$ cat src/rtl/mem_arbiter.sv
// Round-robin arbiter merging two single-beat masters onto one registered
// downstream request stage; read returns are steered back by mem_readdataid.
module mem_arbiter #(
  parameter int ADDR_W = 30
) (
  input  logic              clock,
  input  logic              reset,

  input  logic              a_read,
  input  logic              a_write,
  input  logic [ADDR_W-1:0] a_address,
  input  logic [31:0]       a_writedata,
  input  logic [3:0]        a_writedatamask,
  output logic              a_waitrequest,
  output logic [31:0]       a_readdata,
  output logic              a_readdatavalid,

  input  logic              b_read,
  input  logic              b_write,
  input  logic [ADDR_W-1:0] b_address,
  input  logic [31:0]       b_writedata,
  input  logic [3:0]        b_writedatamask,
  output logic              b_waitrequest,
  output logic [31:0]       b_readdata,
  output logic              b_readdatavalid,

  output logic              mem_read,
  output logic              mem_write,
  output logic [ADDR_W-1:0] mem_address,
  output logic [31:0]       mem_writedata,
  output logic [3:0]        mem_writedatamask,
  output logic [1:0]        mem_id,
  input  logic              mem_waitrequest,
  input  logic [31:0]       mem_readdata,
  input  logic [1:0]        mem_readdataid
);

  logic out_valid;
  logic last_b;
  logic a_req;
  logic b_req;
  logic grant_a;
  logic grant_b;
  logic load;

  assign a_req = a_read | a_write;
  assign b_req = b_read | b_write;

  // With both requesting, the port that was not served last wins.
  assign grant_a = a_req & (!b_req | last_b);
  assign grant_b = b_req & (!a_req | !last_b);

  assign load = !out_valid | !mem_waitrequest;

  // Reset is folded in so neither master sees an acceptance during reset.
  assign a_waitrequest = reset | !(load & grant_a);
  assign b_waitrequest = reset | !(load & grant_b);

  always_ff @(posedge clock or posedge reset) begin
    if (reset) begin
      out_valid         <= 1'b0;
      mem_read          <= 1'b0;
      mem_write         <= 1'b0;
      mem_id            <= 2'b00;
      mem_address       <= '0;
      mem_writedata     <= 32'h0;
      mem_writedatamask <= 4'h0;
      last_b            <= 1'b1;
    end else if (load) begin
      if (grant_a) begin
        out_valid         <= 1'b1;
        mem_read          <= a_read;
        mem_write         <= a_write;
        mem_id            <= 2'b01;
        mem_address       <= a_address;
        mem_writedata     <= a_writedata;
        mem_writedatamask <= a_writedatamask;
        last_b            <= 1'b0;
      end else if (grant_b) begin
        out_valid         <= 1'b1;
        mem_read          <= b_read;
        mem_write         <= b_write;
        mem_id            <= 2'b10;
        mem_address       <= b_address;
        mem_writedata     <= b_writedata;
        mem_writedatamask <= b_writedatamask;
        last_b            <= 1'b1;
      end else begin
        // Payload is left as-is; only the qualifiers are dropped when idle.
        out_valid <= 1'b0;
        mem_read  <= 1'b0;
        mem_write <= 1'b0;
        mem_id    <= 2'b00;
      end
    end
  end

  assign a_readdata      = mem_readdata;
  assign b_readdata      = mem_readdata;
  assign a_readdatavalid = (mem_readdataid == 2'b01);
  assign b_readdatavalid = (mem_readdataid == 2'b10);

endmodule

$ cat config.mk
export PLATFORM = sky130hd
export DESIGN_NAME = mem_arbiter
export DESIGN_NICKNAME = d
export VERILOG_FILES = /design/src/rtl/mem_arbiter.sv
export SDC_FILE = /design/constraint.sdc
export NUM_CORES = 1
export LEC_CHECK = 0
export BUFFER_PORTS_ARGS = -buffer_cell sky130_fd_sc_hd__buf_2
export CAP_MARGIN = 20
export CORE_AREA = 3 3 119 121
export CTS_BUF_LIST = sky130_fd_sc_hd__clkbuf_8 sky130_fd_sc_hd__clkbuf_16
export DETAILED_ROUTE_END_ITERATION = 6
export DIE_AREA = 0 0 122 124
export PLACE_DENSITY = 0.68
export SYNTH_ARGS = -nofsm -noshare
export SYNTH_HDL_FRONTEND = slang
export SYNTH_SLANG_ARGS = --single-unit
$ cat constraint.sdc
create_clock -name clock -period 6.7 [get_ports clock]
set_clock_uncertainty 0.1 [all_clocks]
set_input_delay 0.67 -clock clock [delete_from_list [all_inputs] [get_ports clock]]
set_output_delay 0.67 -clock clock [all_outputs]
set_load 0.005 [all_outputs]
==> impl_metrics.py, run 1 <==
metrics = {
    "run_status": {
        "status": "finished clean",
    },
    "floorplanning": {
        "dieArea_mm2": 0.0151,
        "core_mm2": 0.0132,
        "floorplan.initialDensity_pct": 31.6,
        "num_io_pins": 311,
        "die_w_um": 122,
        "dieHeight_um": 124,
        "row_count": 42,
    },
    "synth": {
        "ys_types": 24,
        "yosysTopAreaCell": "dfrtp_1",
        "ys_seq_elements": 72,
        "ys_warn_count": 0,
        "synth_fp_nets": 591,
        "syn_area_mm2": 0.00417,
        "synth.top_cells.by_area": "dfrtp_1 43%, a2bb2oi_1 14%, a311oi_1 14%",
        "ys_seq_area_share_pct": 43.2,
        "synthesis.area_per_instance_um2": 9.99,
        "syn_inst": 418,
        "yosys.area.top_type_share_pct": 42.6,
    },
    "global_route": {
        "grt_pass1_wl_um": 22100,
        "grt_antenna_before_repair": 0,
        "grt_overflow": 0,
        "first_global_vias": 4067,
        "grt_max_degree": 74,
        "grtUsageTotal_pct": 18.4,
    },
    "min_path": {
        "hp-class": "reg2reg",
    },
    "clocking": {
        "cts-resized-gates": 0,
        "post-cts-setup-buffers": 0,
        "clkLatencyLatePin_ps": 320,
        "cts_sinks": 72,
        "h-tree-depth": 3,
        "max-clock-path-buffers": 2,
        "cts_tree": "built",
        "cts_buffers": 9,
        "ctsRootBufferMaster": "clkbuf_16",
        "cts-hold-fix-buffers": 0,
        "clk_pin_slew_ps": 50,
    },
    "place": {
        "port_buffers": 214,
        "dp_hpwl_um": 10500,
        "place.gp.congestion": 0.808,
        "place_inst": 700,
    },
    "finish": {
        "final_cell_mix": "214 x buf_2, 71 x dfrtp_1, 66 x a311oi_1, 66 x o21ai_0, 66 x a2bb2oi_1",
        "nNetsFinal": 708,
        "finalNonFillerCells": 716,
        "final_common_cell": "buf_2",
        "layout-area-overhead-vs-synth_pct": 22.6,
        "antenna_cells": 0,
        "drive_above_1_share_pct": 45.2,
    },
    "critical_path": {
        "cp-end-kind": "flip-flop",
        "critical_path_required_ps": 6830,
        "crit_fanout": 43,
        "path_class": "in2reg",
        "cp.arrival_ps": 2860,
        "cp-start-kind": "primary input",
    },
    "detailed_routing": {
        "drt_iter0_markers": 206,
        "vias": 3958,
        "antenna_left": 0,
        "routed_wl_um": 14800,
        "drcViolationCount": 0,
        "vias_per_cell": 5.53,
        "dr.pass1.iters": 4,
        "routedWlPerCell_um": 20.7,
    },
    "run": {
        "cap_violations": 0,
    },
    "timing": {
        "tns_ps": 0,
        "finalHoldViolCount": 0,
        "period_minus_slack_ps": 2730,
        "fmax_ghz": 0.367,
        "min_period_over_period_pct": 40.7,
        "rsz0062_at_grt": "false",
        "slew_headroom_pct": 37.2,
        "worstMarginPinSlew_ps": 941,
        "finalMaxSlewViolations": 0,
        "setup_viol": 0,
    },
    "power_and_ir_drop": {
        "ir_drop_mv": 0.110,
        "p_total_mw": 1.35,
        "p_leak_nw": 2.23,
        "power_density_mw_per_mm2": 263,
    },
}
where the power goes:
group          leakage (nW)  internal, mW  switching (mW)  total (mW)
registers             0.812         0.509          0.0481       0.557
clock network         0.142         0.255           0.174       0.429
logic                  1.28         0.177           0.183       0.360
total                  2.23         0.942           0.405        1.35
stage by stage:
| stage | util, % | setup slack, ps | hold slack [ps] | area [um^2] |
|---|---|---|---|---|
| final | 38.8 | 3970 | 391 | 5120 |
| after global routing | 38.8 | 3800 | 431 | 5120 |
| after CTS | 38.8 | 3990 | 409 | 5120 |
| after detailed placement | 36.8 | 3680 | 396 | 4850 |
| after global placement | 36.8 | 3760 | 385 | 4850 |
| after floorplan | - | 3500 | 373 | 4170 |
per-layer routing:
layer,GRT usage (%),vias up,wire (um)
li1,-,1806,-
met1,21.4,1893,5490
met2,32.5,236,7710
met3,5.86,23,1370
met4,5.39,0,276
met5,0,-,0
worst max-delay path, cell delays in order:
cell	delay, ps
buf_2	100
and2_2	380
buf_4	380
nor2_4	520
buf_4	530
a2bb2oi_1	210
registers in the layout, indices dropped and copies added (netlist names):
signal	count
mem_write	1
last_b	1
mem_writedatamask	4
mem_writedata	32
mem_id	2
mem_read	1
out_valid	1
mem_address	30
area by class of cell:
| cell class | instances | area (um^2) |
|---|---|---|
| clock buffer | 10 | 239 |
| clock inverter | 6 | 28.8 |
| fill | 1336 | 8070 |
| inverter | 3 | 11.3 |
| multi-input combinational | 227 | 1680 |
| sequential | 72 | 1800 |
| tap | 176 | 220 |
| timing repair buffer | 222 | 1130 |
final timing paths:
path                                             end  cells past startpoint            start  slack [ps]
worst min-delay path                       mem_id[0]                      2        mem_id[0]         390
max in group asynchronous            mem_address[17]                      3            reset        5340
min in group asynchronous            mem_address[26]                      3            reset         520
worst min register to register             mem_id[0]                      2        mem_id[0]         390
worst max register to register  mem_writedatamask[2]                      5        out_valid        3990
worst max-delay path            mem_writedatamask[2]                      6  mem_waitrequest        3970
logic make-up (layout without fill, tap and decap cells):
| logic type | Yosys count | count (layout) | synth area share (%) |
|---|---|---|---|
| AO/OA/AOI/OAI | 212 | 212 | 37.5 |
| buffers and inverters | 119 | 241 | 17.1 |
| flip-flops | 72 | 72 | 43.2 |
| AND/OR/NAND/NOR | 15 | 15 | 2.13 |
Yosys cell counts:
library cell and n:
nand2_1 4, dfrtp_1 71, buf_4 65, a21oi_1 4, o21ai_1 7, inv_1 3, a2bb2oi_1 66, o31ai_1 1
dfstp_2 1, clkbuf_1 29, nand4_1 1, nor4_4 1, clkbuf_2 1, and2_1 1, buf_1 2, a311oi_1 66
o21ai_0 66, nor2b_1 2, o21ba_2 1, or2_1 1, nor2_1 4, o21bai_1 1, or3_1 1, buf_2 19
Note: power is estimated with default switching activity, not from simulation.
==> inputs of run 2 (changes only) <==
- clock period: 6.7 -> 2.8 ns (I/O delays scaled with it)
==> impl_metrics.py, run 2 (synthesis gave the netlist of run 1 again) <==
metrics = {
    "run_status": {
        "status": "finished clean",
    },
    "global_route": {
        "grtUsageTotal_pct": 19.3,
        "grt_use_met2_pct": 35.0,
        "busiest_layer": "met2",
        "grt_overflow": 0,
        "first_global_vias": 4261,
        "grt_antenna_before_repair": 0,
        "grt_pass1_wl_um": 22700,
        "grt_max_degree": 73,
        "met3_usage_pct": 6.04,
        "grt_use_met1_pct": 20.5,
    },
    "critical_path": {
        "critical_path_required_ps": 2420,
        "cp-start-kind": "flip-flop",
        "cp-end-kind": "output pin",
        "path_class": "reg2out",
        "ff2ff_setup_slack_ps": 860,
        "cp.arrival_ps": 1700,
        "crit_fanout": 39,
    },
    "timing": {
        "slew_headroom_pct": 37.6,
        "finalMaxSlewViolations": 0,
        "fmax_ghz": 0.480,
        "tns_ps": 0,
        "period_minus_slack_ps": 2080,
        "whs_ps": 100,
        "setup_viol": 0,
        "min_period_over_period_pct": 74.4,
        "rsz0062_at_grt": "false",
        "finalHoldViolCount": 0,
        "worstMarginPinSlew_ps": 936,
    },
    "finish": {
        "drive_above_1_share_pct": 46.0,
        "fillers": 1330,
        "largest_reg_flops": 32,
        "final_cell_mix": "214 x buf_2, 71 x dfrtp_1, 66 x a311oi_1, 66 x o21ai_0, 66 x a2bb2oi_1",
        "layout-area-overhead-vs-synth_pct": 25.0,
        "largest-register": "mem_writedata",
        "antenna_cells": 0,
        "reg.largest.list": "mem_writedata: 32 flops, mem_address: 30 flops, mem_writedatamask: 4 flops",
        "finalNonFillerCells": 722,
        "nNetsFinal": 714,
        "fin_util_pct": 39.6,
        "final_common_cell": "buf_2",
    },
    "clocking": {
        "h-tree-depth": 3,
        "cts_sinks": 72,
        "clkLatencyLatePin_ps": 330,
        "cts-resized-gates": 0,
        "max-clock-path-buffers": 2,
        "cts_tree": "built",
        "ctsRootBufferMaster": "clkbuf_16",
        "cts_buffers": 9,
        "clk_pin_slew_ps": 60,
        "post-cts-setup-buffers": 0,
        "cts-hold-fix-buffers": 0,
    },
    "floorplanning": {
        "dieHeight_um": 124,
        "num_io_pins": 311,
        "die_w_um": 122,
        "floorplan.initialDensity_pct": 31.6,
        "row_count": 42,
        "dieArea_mm2": 0.0151,
        "core_mm2": 0.0132,
    },
    "power_and_ir_drop": {
        "power_density_mw_per_mm2": 648,
        "p_total_mw": 3.38,
        "ir_drop_mv": 0.330,
        "p_leak_nw": 2.29,
    },
    "detailed_routing": {
        "routedWlPerCell_um": 21.4,
        "drcViolationCount": 0,
        "dr.pass1.iters": 6,
        "vias": 4118,
        "drt_iter0_markers": 256,
        "routed_wl_um": 15500,
        "vias_per_cell": 5.70,
        "antenna_left": 0,
    },
    "place": {
        "dp_hpwl_um": 11000,
        "place.gp.congestion": 0.824,
        "place_inst": 706,
        "port_buffers": 214,
    },
    "run": {
        "cap_violations": 0,
    },
    "min_path": {
        "hp-class": "in2reg",
    },
}
-- run 2: cell types whose count changed in the layout (fill, tap and decap cells not counted), sizes merged --
cell	delta
inv	-1
buf	+6
clkinvlp	-1
bufinv	+1
clkbuf	+1
-- run 2: layout make-up --
| cell class | count | area [um^2] | share of cell area [%] |
|---|---|---|---|
| Clock buffer | 11 | 253 | 4.84 |
| Tap cell | 176 | 220 | 4.22 |
| Inverter | 3 | 11.3 | 0.216 |
| Multi-Input combinational cell | 227 | 1680 | 32.2 |
| Sequential cell | 72 | 1800 | 34.5 |
| Clock inverter | 5 | 47.5 | 0.911 |
| Timing Repair Buffer | 228 | 1200 | 23.0 |
-- run 2: worst paths after layout --
check	cells past startpoint	endpoint	startpoint
min in group asynchronous	3	out_valid	reset
max	4	b_waitrequest	out_valid
max reg2reg	4	mem_address[1]	out_valid
min reg2reg	2	mem_id[0]	mem_id[0]
min	3	mem_address[3]	b_address[3]
max in group asynchronous	3	mem_address[14]	reset
-- run 2: routing by layer --
| metal | part of all wire, % | vias to the layer above |
|---|---|---|
| li1 | - | 1817 |
| met1 | 34 | 1972 |
| met2 | 53 | 288 |
| met3 | 9.6 | 41 |
| met4 | 2.7 | 0 |
| met5 | 0 | - |
-- run 2: report_power, final --
group | switching, mW | internal [mW] | leakage, nW
sequential | 0.110 | 1.22 | 0.812
clock | 0.428 | 0.728 | 0.158
combinational | 0.454 | 0.441 | 1.32
-- run 2: worst max-delay path, cell delays in order, from the launching register on --
cell and delay [ps]:
dfrtp_1 370, and2_2 220, buf_4 270, or3_1 380, buf_2 130
-- run 2: metrics by stage --
stage               worst slack [ps]  instance area [um^2]
CTS                              681                  5220
global route                     633                  5220
detailed placement               835                  4920
finish                           718                  5220
floorplan                        382                  4170
global placement                 931                  4920
==> inputs of run 3 (changes only) <==
- CORE_AREA: 3 3 119 121 -> 3 3 121 123
- DIE_AREA: 0 0 122 124 -> 0 0 124 126
- PLACE_DENSITY: 0.68 -> 0.69
- clock period: 2.8 -> 1.9 ns (I/O delays scaled with it)
==> impl_metrics.py, run 3 (synthesis gave the netlist of run 1 again) <==
metrics = {
    "detailed_routing": {
        "routedWlPerCell_um": 20.5,
        "drt_iter0_markers": 213,
        "met3_length_um": 1370,
        "topRoutingLayerUsed": "met4",
        "wl_met2_um": 7620,
        "met1Wirelength_um": 5570,
        "routed_wl_um": 14900,
        "antenna_left": 0,
        "vias_per_cell": 5.42,
        "vias": 3950,
        "dr.pass1.iters": 5,
        "drcViolationCount": 0,
    },
    "finish": {
        "largest_reg_flops": 32,
        "reg.largest.list": "mem_writedata: 32 flops, mem_address: 30 flops, mem_writedatamask: 4 flops",
        "nNetsFinal": 717,
        "antenna_cells": 0,
        "largest-register": "mem_writedata",
        "stdcell_area_mm2": 0.00525,
        "final_cell_mix": "214 x buf_2, 71 x dfrtp_1, 66 x a311oi_1, 66 x a2bb2oi_1, 65 x o21ai_0",
        "layout-area-overhead-vs-synth_pct": 25.7,
        "final_common_cell": "buf_2",
        "drive_above_1_share_pct": 46.1,
    },
    "critical_path": {
        "cp.arrival_ps": 1460,
        "slowest_delay_ps": 390,
        "cp-start-kind": "flip-flop",
        "critical_path_required_ps": 1610,
        "worst_path_max_delay_cell": "dfstp_2",
        "cp_top_family": "flip-flops",
        "cp-end-kind": "output pin",
        "r2r_cells": 4,
        "path_buf_inv": 1,
        "critical_path.cell_chain": "o21ai_0 -> o21ai_1 -> or3_1 -> buf_2",
        "crit_fanout": 6,
        "path_class": "reg2out",
        "cp.depth": 4,
    },
    "clocking": {
        "post-cts-setup-buffers": 0,
        "h-tree-depth": 3,
        "clk_pin_slew_ps": 70,
        "max-clock-path-buffers": 2,
        "cts_sinks": 72,
        "ctsRootBufferMaster": "clkbuf_16",
        "clkLatencyLatePin_ps": 330,
        "cts_buffers": 9,
        "cts_tree": "built",
    },
    "power_and_ir_drop": {
        "p_leak_nw": 2.28,
        "intPower_mw": 3.33,
        "power.share.clock_pct": 31.8,
        "ir_drop_mv": 0.363,
        "p_sw_mw": 1.47,
        "power_density_mw_per_mm2": 914,
        "p_seq_share_pct": 40.7,
        "switching_share_pct": 30.6,
        "combPwrFrac_pct": 27.5,
    },
    "place": {
        "port_buffers": 214,
        "dp_hpwl_um": 11100,
        "place_area_mm2": 0.00496,
        "place.gp.congestion": 0.802,
    },
    "global_route": {
        "first_global_vias": 3935,
        "grt_pass1_wl_um": 22300,
        "grt_max_degree": 68,
        "grtUsageTotal_pct": 18.3,
        "grt_overflow": 0,
        "grt_antenna_before_repair": 0,
    },
    "timing": {
        "period_minus_slack_ps": 1750,
        "finalHoldViolCount": 0,
        "worstMarginPinSlew_ps": 523,
        "tns_ps": 0,
        "fmax_ghz": 0.573,
        "rsz0062_at_grt": "false",
        "setup_viol": 0,
        "min_period_over_period_pct": 91.9,
        "slew_headroom_pct": 65.2,
        "finalMaxSlewViolations": 0,
    },
    "floorplanning": {
        "core_mm2": 0.0138,
        "die_w_um": 124,
        "floorplan.initialDensity_pct": 30.3,
        "dieHeight_um": 126,
        "num_io_pins": 311,
        "row_count": 43,
        "dieArea_mm2": 0.0156,
    },
    "min_path": {
        "hp-class": "in2reg",
        "min_path_cells": 3,
    },
    "run_status": {
        "status": "finished clean",
    },
    "run": {
        "cap_violations": 0,
    },
}
==> run 3: changes by cell type in the layout (fill, tap and decap cells not counted) <==
cell,before,now
o21ai_1,7,8
clkinv_2,2,3
inv_1,4,3
o21ai_0,66,65
buf_4,12,11
inv_2,1,0
clkinvlp_4,0,4
clkbuf_8,2,0
bufinv_16,1,0
buf_12,2,4
dlygate4sd3_1,0,2
==> run 3: power groups by stage <==
stage / sequential [mW] / clock [mW] / combinational [mW]
floorplan: 1.97 / 0 / 0.785
global placement: 1.97 / 0 / 1.31
detailed placement: 1.96 / 0 / 1.34
CTS: 1.95 / 1.57 / 1.34
global route: 1.98 / 1.64 / 1.44
finish: 1.95 / 1.53 / 1.32
==> run 3: layout make-up <==
| type | instances | area, um^2 |
|---|---|---|
| clock buffer | 9 | 225 |
| multi-input combinational | 227 | 1680 |
| sequential | 72 | 1800 |
| inverter | 3 | 15.0 |
| fill | 1391 | 8530 |
| timing repair buffer | 231 | 1250 |
| clock inverter | 7 | 41.3 |
| tap | 180 | 225 |
==> run 3: layer usage <==
layer | up-vias | track usage (%)
met2 | 251 | 31.5
met5 | - | 0
met1 | 1864 | 22.1
met3 | 25 | 4.67
met4 | 0 | 5.73
li1 | 1810 | -
==> run 3: what timing repair did <==
action	CTS	global route
gates resized for setup	0	1
setup endpoints to repair	0	1
hold buffers	2	0
hold endpoints to repair	73	0
==> run 3: per-stage QoR <==
stage	power (mW)	utilization [%]	instances	setup slack, ps	hold slack, ps
floorplan	2.76	-	418	140	240
global placement	3.27	36.0	711	291	159
detailed placement	3.30	36.0	711	241	156
CTS	4.86	38.1	729	76.7	2.24
global route	5.06	38.1	729	46.2	13.3
finish	4.80	38.1	729	154	15.0
==> run 3: worst paths after layout <==
check / end / slack (ps) / start
max: b_waitrequest / 150 / last_b
min: mem_writedata[3] / 10 / b_writedata[3]
max reg2reg: mem_address[10] / 290 / out_valid
min reg2reg: mem_id[1] / 380 / mem_id[1]
max in group asynchronous: mem_writedata[17] / 820 / reset
min in group asynchronous: last_b / 350 / reset
==> run 3: tightest hold or removal path, delay by kind of cell <==
| kind | cells | cell delay [ps] |
|---|---|---|
| AO/OA/AOI/OAI | 2 | 130 |
| buffers and inverters | 1 | 90 |
